--- src/rtl/lsu_pkg.sv ---
`default_nettype none
// ============================================================================
// Module  : lsu_pkg
// Brief   : Shared types, opcode/funct3 constants and size decode for the LSU.
// Revision: 1.0 - initial release
// ============================================================================
package lsu_pkg;

  typedef enum logic [1:0] {
    S_IDLE = 2'd0,
    S_REQ  = 2'd1,
    S_WAIT = 2'd2,
    S_DONE = 2'd3
  } lsu_state_t;

  localparam logic [6:0] OP_LOAD  = 7'b0000011;
  localparam logic [6:0] OP_STORE = 7'b0100011;

  localparam logic [2:0] F3_B  = 3'b000;
  localparam logic [2:0] F3_H  = 3'b001;
  localparam logic [2:0] F3_W  = 3'b010;
  localparam logic [2:0] F3_BU = 3'b100;
  localparam logic [2:0] F3_HU = 3'b101;

  // 0 = byte, 1 = half, 2 = word; illegal encodings are caught separately
  function automatic logic [1:0] size_of(input logic [2:0] funct3);
    case (funct3)
      F3_B, F3_BU: size_of = 2'd0;
      F3_H, F3_HU: size_of = 2'd1;
      default:     size_of = 2'd2;
    endcase
  endfunction

endpackage
`default_nettype wire

--- src/rtl/lsu_align.sv ---
`default_nettype none
// ============================================================================
// Module  : lsu_align
// Brief   : Access legality, alignment, byte enables and lane shifting.
// Revision: 1.0 - initial release
// ============================================================================
module lsu_align
  import lsu_pkg::*;
(
  input  logic [2:0]  funct3,
  input  logic [1:0]  off,
  input  logic        store,
  input  logic [31:0] wdata_in,
  input  logic [31:0] rdata_in,
  output logic        legal,
  output logic        misaligned,
  output logic [3:0]  be,
  output logic [31:0] wdata_out,
  output logic [31:0] rdata_out
);

  logic [1:0]  w_size;
  logic [31:0] w_wmask;

  assign w_size = size_of(funct3);

  always_comb begin
    legal      = 1'b0;
    misaligned = 1'b0;
    be         = 4'b1111;
    w_wmask    = 32'hFFFF_FFFF;
    case (funct3)
      F3_B, F3_H, F3_W: legal = 1'b1;
      F3_BU, F3_HU:     legal = !store;
      default:          legal = 1'b0;
    endcase
    case (w_size)
      2'd0: begin
        be      = 4'b0001 << off;
        w_wmask = 32'h0000_00FF;
      end
      2'd1: begin
        be         = 4'b0011 << off;
        w_wmask    = 32'h0000_FFFF;
        misaligned = off[0];
      end
      default: begin
        be         = 4'b1111;
        misaligned = (off != 2'b00);
      end
    endcase
  end

  // Unused lanes are zeroed before shifting so stray upper bits never leak
  assign wdata_out = store ? ((wdata_in & w_wmask) << {off, 3'b000}) : 32'h0;
  assign rdata_out = rdata_in >> {off, 3'b000};

endmodule
`default_nettype wire

--- src/rtl/lsu_mem_ctrl.sv ---
`default_nettype none
// ============================================================================
// Module  : lsu_mem_ctrl
// Brief   : Load/store sequencer between execute stage and data memory.
// Revision: 1.0 - initial release
// ============================================================================
module lsu_mem_ctrl
  import lsu_pkg::*;
#(
  parameter int ADDR_W  = 32,
  parameter int TIMEOUT = 16,
  parameter int TO_W    = $clog2(TIMEOUT + 1)
) (
  input  logic              clk,
  input  logic              rst_n,
  input  logic              core_req,
  input  logic              core_store,
  input  logic [2:0]        core_funct3,
  input  logic [ADDR_W-1:0] core_addr,
  input  logic [31:0]       core_wdata,
  output logic              core_stall,
  output logic              core_done,
  output logic              core_err,
  output logic [31:0]       load_data,
  output logic              m_valid,
  input  logic              m_ready,
  output logic [ADDR_W-1:0] m_addr,
  output logic              m_we,
  output logic [3:0]        m_be,
  output logic [31:0]       m_wdata,
  input  logic              m_rvalid,
  input  logic [31:0]       m_rdata
);

  localparam int             CNT_W    = (TO_W > 0) ? TO_W : 1;
  localparam logic [CNT_W-1:0] CNT_LAST = CNT_W'(TIMEOUT - 1);
  localparam logic           C_TO_EN  = (TIMEOUT != 0);

  lsu_state_t        r_state, w_next;
  logic              r_err;
  logic [CNT_W-1:0]  r_cnt;
  logic [ADDR_W-3:0] r_waddr;
  logic [1:0]        r_off;
  logic              r_store;
  logic [3:0]        r_be;
  logic [31:0]       r_wdata;
  logic [31:0]       r_load;

  logic [1:0]        w_off;
  logic              w_legal, w_misal, w_bad;
  logic [3:0]        w_be;
  logic [31:0]       w_wdata, w_rdata;
  logic              w_progress, w_timeout;

  // Decode uses the live address in IDLE; the read shift needs the latched offset
  assign w_off = (r_state == S_IDLE) ? core_addr[1:0] : r_off;

  lsu_align u_align (
    .funct3     (core_funct3),
    .off        (w_off),
    .store      (core_store),
    .wdata_in   (core_wdata),
    .rdata_in   (m_rdata),
    .legal      (w_legal),
    .misaligned (w_misal),
    .be         (w_be),
    .wdata_out  (w_wdata),
    .rdata_out  (w_rdata)
  );

  assign w_bad      = !w_legal || w_misal;
  assign w_progress = ((r_state == S_REQ) && m_ready) || ((r_state == S_WAIT) && m_rvalid);
  assign w_timeout  = C_TO_EN && ((r_state == S_REQ) || (r_state == S_WAIT)) &&
                      (r_cnt == CNT_LAST) && !w_progress;

  always_comb begin
    w_next = r_state;
    case (r_state)
      S_IDLE: if (core_req) w_next = w_bad ? S_DONE : S_REQ;
      S_REQ: begin
        if (m_ready)        w_next = r_store ? S_DONE : S_WAIT;
        else if (w_timeout) w_next = S_DONE;
      end
      S_WAIT: if (m_rvalid || w_timeout) w_next = S_DONE;
      S_DONE:  w_next = S_IDLE;
      default: w_next = S_IDLE;
    endcase
  end

  always_ff @(posedge clk or negedge rst_n) begin
    if (!rst_n) begin
      r_state <= S_IDLE;
      r_err   <= 1'b0;
      r_cnt   <= '0;
      r_waddr <= '0;
      r_off   <= 2'b00;
      r_store <= 1'b0;
      r_be    <= 4'b0000;
      r_wdata <= 32'h0;
      r_load  <= 32'h0;
    end else begin
      r_state <= w_next;
      case (r_state)
        S_IDLE: begin
          if (core_req) begin
            r_err <= w_bad;
            if (!w_bad) begin
              r_waddr <= core_addr[ADDR_W-1:2];
              r_off   <= core_addr[1:0];
              r_store <= core_store;
              r_be    <= w_be;
              r_wdata <= w_wdata;
              r_cnt   <= '0;
            end
          end
        end
        S_REQ, S_WAIT: begin
          r_cnt <= r_cnt + CNT_W'(1);
          if (w_timeout) r_err <= 1'b1;
          if ((r_state == S_WAIT) && m_rvalid) r_load <= w_rdata;
        end
        S_DONE:  r_err <= 1'b0;
        default: ;
      endcase
    end
  end

  assign m_valid   = (r_state == S_REQ);
  assign m_addr    = {r_waddr, 2'b00};
  assign m_we      = r_store;
  assign m_be      = r_be;
  assign m_wdata   = r_wdata;
  assign load_data = r_load;
  assign core_done = (r_state == S_DONE);
  assign core_err  = core_done && r_err;
  // Gated by rst_n so the core is released the instant reset asserts
  assign core_stall = rst_n && core_req && !core_done;

endmodule
`default_nettype wire
--- config.mk ---
export PLATFORM = sky130hd
export DESIGN_NAME = lsu_mem_ctrl
export DESIGN_NICKNAME = d
export VERILOG_FILES = /design/src/rtl/lsu_pkg.sv /design/src/rtl/lsu_align.sv /design/src/rtl/lsu_mem_ctrl.sv
export SDC_FILE = /design/constraint.sdc
export NUM_CORES = 1
export LEC_CHECK = 0
export ABC_AREA = 1
export CAP_MARGIN = 5
export CORE_ASPECT_RATIO = 1.1
export CORE_MARGIN = 1.5
export CORE_UTILIZATION = 41
export DETAILED_ROUTE_END_ITERATION = 12
export GPL_TIMING_DRIVEN = 0
export PLACE_DENSITY = 0.76
export SLEW_MARGIN = 25
export SYNTH_ARGS = -nofsm -noshare
export SYNTH_HDL_FRONTEND = slang
export SYNTH_SLANG_ARGS = --single-unit
--- constraint.sdc ---
create_clock -name clk -period 2.5 [get_ports clk]
set_input_delay 0.5 -clock clk [delete_from_list [all_inputs] [get_ports clk]]
set_output_delay 0.5 -clock clk [all_outputs]
set_load 0.1 [all_outputs]
* Word-level counts from Yosys, hierarchy flattened
Cells that the tools add are included. Widths: inputs -> output; s select.
Storage, ports and cells: latch bits 0, register bits after elaboration 109, input bits 105, memories kept 0, memory bits (writable) 0, output and inout port bits 105, bits in read-only memories 0, logic and storage cells 80
Operators by class: add/sub/neg operators 1, reduce and logical (&&, ||, !) cells 30, multipliers 0, mux-type cells 20, eq/ne operators 14, shift operators 4, $lt $le $gt $ge 0, div/mod/pow operators 0, bitwise operators 2
Operators with widths (number):
- $pmux 32 s2 | 1
- $and 32x32->32 | 1
- $mux 32 | 1
- $shl 32x5->32 | 1
- $shr 32x5->32 | 1
- $mux 2 | 6
- $mux 5 | 2
- $pmux 5 s2 | 1
- $reduce_and 3->1 | 3
- $pmux 2 s4 | 1
- $pmux 4 s2 | 1
- $reduce_or 2->1 | 4
- $logic_and 1x1->1 | 7
- $eq 3x3->1 const B | 2
- $ne 2x2->1 const B | 3
- $add 5x1->5 const B | 1
- $eq 5x4->1 const B | 1
- $eq 2x1->1 const B | 2
- $eq 2x2->1 const B | 2
- $logic_not 1->1 | 4
- $logic_not 2->1 | 2
- $logic_or 1x1->1 | 4
- $pmux 1 s2 | 2
- $pmux 2 s2 | 1
- other kinds (13) | 17

* Longest topological paths before layout
Gate-level depths: netlist of the first run.
depth in word-level cells 9, depth in mapped cells 13

* Modules after synthesis
A second synthesis of the first run with hierarchy kept.
Unflattened totals: cells, all modules 738, area, all modules 5731.7 sq um
Modules (own cells, without submodules):
- lsu_mem_ctrl | cells each 449, sequential area each 2727.6 sq um, area each 4391.7 sq um, times used 1
- lsu_align | cells each 289, sequential area each 0.0 sq um, area each 1340.0 sq um, times used 1

* Worst setup path after synthesis of the first run
No wires, ideal clock.
kind register to output, start point register r_state[0], end point output port core_stall, required time 2.000 ns, slack -0.389 ns, path buffers 0, stages on the path, launching flop included 3, arrival time 2.389 ns, cell sequence dfrtp_1 > ha_1 > nor2_1
Between the ends: cells in the longest elaborated chain, start to end 3
RTL lines:
- start, declared | RTL line lsu_mem_ctrl.sv:39 | lsu_state_t r_state, w_next;
- start signal, assigned | RTL line lsu_mem_ctrl.sv:102 | r_state <= w_next;
- $eq 2x2->1 | RTL line lsu_mem_ctrl.sv:134 | assign core_done = (r_state == S_DONE);
- via core_done | RTL line lsu_mem_ctrl.sv:22 | output logic core_done,
- $logic_not 1->1 | RTL line lsu_mem_ctrl.sv:137 | assign core_stall = rst_n && core_req && !core_done;
- $logic_and 1x1->1 | RTL line lsu_mem_ctrl.sv:137
- end, declared | RTL line lsu_mem_ctrl.sv:21 | output logic core_stall,
The timed path passes the listed nets, and every way through them passes these cells.

* Worst setup path after layout of the first run
start point register r_store, in the netlist m_we, end point output port m_we
RTL lines:
- start, declared | RTL line lsu_mem_ctrl.sv:44 | logic r_store;
- start signal, assigned | RTL line lsu_mem_ctrl.sv:110 | r_store <= core_store;
- end, declared | RTL line lsu_mem_ctrl.sv:28 | output logic m_we,
No word-level cell between the ends.

==> impl_metrics.ini, run 1 <==
[outcome]
status = finished, final reports clean

[clock_network]
htreeDepth = 3
cts_root_buffer = clkbuf_16
cts_tree = built
clk_latency_ps = 360
clockBufferDepth = 2
clk_pin_slew_worst_paths_ps = 80
cts_buffers = 9
clock_sinks = 109
holdBufCountCts = 0

[sta]
final-hold-violation-count = 0
report.final.slew_viol_count = 0
rsz0062_at_grt = false
finalSetupViolCount = 0
setup_ws_ps = 63.64
slew_headroom_pct = 29.77
fmax_ghz = 0.4104
fin_crit_ps = 2436
finClkSkew_ps = 9.796
worst-slew-pin-transition_ps = 1050
fin_crit_sh_pct = 97.45

[die]
start_util_pct = 41.72
die_y_um = 124.4
rows = 44
ioPinCount = 210
dieArea_sq_um = 14090
fp.coreArea_sq_um = 13160
die_w_um = 113.3

[global_routing]
grt.met2_usage_pct = 41.39
grt_pass1_wl_mm = 28.08
gr-usage-all-layers_pct = 25.23
grt_use_met3_pct = 7.591
grt.busiest_layer = met2
met1_usage_pct = 30.82
grt_max_degree = 68
grt_pass1_vias = 5638
gr-total-overflow = 0
antenna_found_initial = 0

[setup_path]
cp-startpoint = m_we
slowest_stage = clkdlybuf4s50_1
critPathMaxFanout = 3
critPathMaxStageDelay_ps = 1170
cp-start-kind = flip-flop
crit_type = flip-flop to primary output
cpLargestDelayFamily = buffers and inverters
cp_cell_sequence = clkdlybuf4s50_1
critPathBufInv = 1
crit_path_end_kind = primary output
worstReg2RegStart = r_state[0]
cp.required_ps = 2000
worstPathArrival_ps = 1940

[yosys]
synth_most_common_cell = nand2_1
synth_top_area_share_pct = 49.69
ys_types = 24
netlist_instances = 730
synth_top_cell_by_area = dfrtp_1
synth_area_sq_um = 5489
ys_seq_area_share_pct = 49.69
yosysWarningCount = 0
async_flop_share_pct = 100.0
ys_top_cells_by_count = 307 x nand2_1, 109 x dfrtp_1, 66 x o21ai_0
synth_edf_count = 0
ys_top_cells_by_area = dfrtp_1 50%, nand2_1 21%, o21ai_0 6.0%
syn_area_per_cell_sq_um = 7.519
yosys_most_used_dff = dfrtp_1
ys_ff_latch = 109

[cells_and_area]
utilization_pct = 61.69
diodes = 0
nNetsFinal = 1062
area_delta_synth_final_pct = 47.87
final_layout_size_suffix_gt1_share_pct = 6.381

[routing]
vias = 5658
dr.pass1.iters = 6
wirelength_mm = 17.52
wl_per_cell_um = 15.69
drt_first_iter_violations = 422
drc_errors = 0
vias_per_cell = 5.065
antenna_left = 0

[place]
io_buffer_count = 206
dpl_worst_slack_ps = -608.7
gp_congestion = 0.9119
hpwl_mm = 12.86

[min_path]
hp-class = input port to async pin

[flow_run]
cap_violations = 0
what timing repair did:
action                                  CTS  global route
setup buffers                             0             2
pin swaps                                 0             1
resized for setup                         8             5
endpoints found under the setup margin    4            15
cell usage in the layout, fill, tap and decap left out, drive strengths merged:
cell type,Yosys,routed
a22o,7,7
dfrtp,109,109
clkinv,0,2
clkbuf,13,26
bufinv,0,1
dlygate4sd2,0,1
o22ai,8,8
inv,47,49
nand2,308,308
ha,6,6
buf,29,33
nand2b,1,1
clkdlybuf4s50,0,201
o211a,2,2
a21oi,42,42
conb,1,2
nor2,47,47
clkdlybuf4s15,0,1
nand3,43,43
o21ai,66,66
o31ai,1,1
worst paths after layout:
kind	endpoint	slack, ps	depth (start not counted)
max	m_we	60	1
min	load_data[8]	50	1
max reg2reg	m_be[1]	230	11
min reg2reg	r_waddr[4]	480	2
max in group asynchronous	r_waddr[21]	1770	2
min in group clk	r_waddr[4]	480	2
area by class of cell:
| cell class | instances | area (sq um) |
|---|---|---|
| clock inverter | 5 | 66.31 |
| buffer | 42 | 229.0 |
| inverter | 47 | 176.4 |
| clock buffer | 11 | 252.7 |
| tap | 161 | 201.4 |
| multi-input combinational | 533 | 2369 |
| fill | 1179 | 5041 |
| sequential | 109 | 2728 |
| timing repair buffer | 209 | 2095 |
metrics by stage:
stage	instance area, sq um	hold WS [ps]	TNS, ps	instances
5_1_grt	8117	84.49	0	1117
2_1_floorplan	5495	204.4	0	731
3_5_place_dp	7787	454.5	-608.7	1099
6_report	8117	48.34	0	1117
3_3_place_gp	7759	460.3	-362470	1098
4_1_cts	8098	71.82	0	1115
metal layers:
metal  share of wire, %  routed length [um]  up-vias
met2                 47                8314      259
met1                 41                7100     2595
met3                9.0                1571       40
li1                   -                   -     2764
met4                3.1                 537        0
met5                  0                   0        -
flip-flops by register name, indices dropped and copies added, names as in the netlist:
register / flops
m_be: 4
r_waddr: 30
r_cnt: 5
m_we: 1
load_data: 32
r_err: 1
r_off: 2
m_wdata: 32
r_state: 2
cell families after synthesis:
group                      Yosys count  share of synthesized area [%]
and+or+nand+nor                    399                          29.04
buffers and inverters               89                          7.363
other                                1                        0.06832
AOI/OAI and AO/OA                  126                          12.47
adders and majority gates            6                          1.368
DFF                                109                          49.69
Power of run 1 is not shown: default switching activity piles up to over one toggle a cycle in this logic, so the estimate is an artifact.
==> inputs of run 2 (changes only) <==
--- a/config.mk
+++ b/config.mk
@@ -6,6 +6,7 @@
 export NUM_CORES = 1
 export LEC_CHECK = 0
 export ABC_AREA = 1
+export ABC_CLOCK_PERIOD_IN_PS = 2500
 export CAP_MARGIN = 5
 export CORE_ASPECT_RATIO = 1.1
 export CORE_MARGIN = 1.5
==> results of run 2 <==
Same layout as run 1: the final DEF is identical, and so are final timing and power.
Power of run 2 is left out for the same reason.
==> inputs of run 3 (changes only) <==
--- a/config.mk
+++ b/config.mk
@@ -12,7 +12,6 @@
 export CORE_MARGIN = 1.5
 export CORE_UTILIZATION = 41
 export DETAILED_ROUTE_END_ITERATION = 12
-export GPL_TIMING_DRIVEN = 0
 export PLACE_DENSITY = 0.76
 export SLEW_MARGIN = 25
 export SYNTH_ARGS = -nofsm -noshare
==> run 3 against run 2 <==
Critical path depth rose by 10; setup slack improved by 190 ps; first-iteration DRC count fell by 34%; die area did not move; final area fell by 4.8%; clock skew fell by 3.6 ps; non-clock buffer count fell by 28; hold slack improved by 190 ps; largest cell class unchanged; highest routed layer unchanged.
==> impl_metrics.ini, run 3 (synthesized netlist as in run 1, its figures left out) <==
[setup_path]
worstReg2RegStart = r_state[1]
cpLargestDelayFamily = buffers and inverters
slowest_stage = dfrtp_1
critPathMaxFanout = 28
ff2ff_setup_slack_ps = 250
cp_cell_sequence = inv_1, ha_1, inv_2, nand2_1, nand2_1, buf_4, inv_2, buf_4, o21ai_0, nor2_1, o21ai_0
worstPathArrival_ps = 2480
crit_type = flip-flop to flip-flop
reg2reg_depth = 11
r2r_end = m_be[2]
crit_path_end_kind = flip-flop
cp-start-kind = flip-flop
cp.required_ps = 2730
critPathMaxStageDelay_ps = 430
critPathBufInv = 5

[cells_and_area]
final_cell_mix = 305 x nand2_1, 117 x buf_4, 109 x dfrtp_1
nNetsFinal = 1034
final_cells = 1088
design_area_sq_um = 7726
area_delta_synth_final_pct = 40.76
layout_commonest_cell = nand2_1
final_layout_size_suffix_gt1_share_pct = 15.86
utilization_pct = 58.72
nFillCells = 1185
diodes = 0

[die]
die_w_um = 113.3
start_util_pct = 41.72
rows = 44
ioPinCount = 210
fp.coreArea_sq_um = 13160
dieArea_sq_um = 14090
die_y_um = 124.4

[clock_network]
clock_sinks = 109
postCtsSetupBuffers = 0
clockBufferDepth = 2
cts_buffers = 9
cts_tree = built
clk_pin_slew_worst_paths_ps = 70
cts_root_buffer = clkbuf_16
clk_latency_ps = 360
cts_resized = 0
htreeDepth = 3
holdBufCountCts = 0

[routing]
vias_per_cell = 4.999
wirelength_mm = 15.97
dr.pass1.iters = 5
drt_first_iter_violations = 278
drc_errors = 0
antenna_left = 0
vias = 5439
wl_per_cell_um = 14.68

[global_routing]
grt_pass1_wl_mm = 25.94
grt_max_degree = 110
antenna_found_initial = 0
gr-usage-all-layers_pct = 23.10
gr-total-overflow = 0
grt_pass1_vias = 5171

[sta]
fin_crit_sh_pct = 89.95
setup-tns-final_ps = 0
slew_headroom_pct = 57.34
report.final.slew_viol_count = 0
finClkSkew_ps = 6.193
rsz0062_at_grt = false
fin_crit_ps = 2249
finalSetupViolCount = 0
worst-slew-pin-transition_ps = 637.6
fmax_ghz = 0.4447
final-hold-violation-count = 0

[place]
io_buffer_count = 207
gp_congestion = 0.8676
hpwl_mm = 11.26
place_area_sq_um = 7443
dp_cells = 1073

[outcome]
status = finished, final reports clean

[flow_run]
cap_violations = 0

[min_path]
hp-class = input port to async pin
[run 3: cell types whose count changed in the layout (fill, tap and decap cells not counted), moves of 3 or more]
| cell | before | now |
|---|---|---|
| buf_4 | 5 | 117 |
| clkdlybuf4s50_1 | 201 | 103 |
| buf_2 | 18 | 0 |
| clkbuf_1 | 13 | 3 |
| buf_6 | 6 | 0 |
| buf_1 | 3 | 0 |
| buf_12 | 0 | 3 |
[run 3: area by class of cell]
type / instances / area (sq um) / share of cell area (%)
flip-flops and latches: 109 / 2728 / 35.30
multi-input cells: 533 / 2369 / 30.66
repair buffers: 223 / 1969 / 25.49
clock buffers: 12 / 236.5 / 3.061
well taps: 161 / 201.4 / 2.607
inverters: 47 / 176.4 / 2.283
clock inverters: 3 / 46.29 / 0.5992
[run 3: metal layers]
layer  GRT usage [%]  up-vias  part of all wire (%)
met1           30.13     2505                    43
met2           38.04      209                    48
li1                -     2701                     -
met5               0        -                     0
met3           5.353       24                   6.5
met4           7.353        0                   2.2
[run 3: how the worst max path moves through the flow]
| stage | start | endpoint | slack (ps) | cells past startpoint |
|---|---|---|---|---|
| 2_1_floorplan | r_state[1] | core_err | 50 | 3 |
| 3_3_place_gp | core_addr[1] | m_be[2] | 170 | 10 |
| 3_5_place_dp | core_funct3[1] | m_wdata[17] | 120 | 8 |
| 4_1_cts | r_state[1] | m_be[2] | 270 | 11 |
| 5_1_grt | r_state[0] | m_wdata[5] | 8 | 11 |
| 6_report | r_state[1] | m_be[2] | 250 | 11 |
[run 3: stage by stage]
stage          setup slack, ps  hold WS, ps
2_1_floorplan            48.06        204.4
3_3_place_gp             170.0        462.7
3_5_place_dp             118.1        466.0
4_1_cts                  274.8        279.5
5_1_grt                  8.494        303.3
6_report                 251.2        236.8
[run 3: worst reg2reg max path, cell delays in order, from the launching register on]
cell,delay [ps]
dfrtp_1,430
inv_1,100
ha_1,320
inv_2,100
nand2_1,80
nand2_1,70
buf_4,240
inv_2,110
buf_4,290
o21ai_0,140
nor2_1,150
o21ai_0,90
Power of run 3 is left out for the same reason.
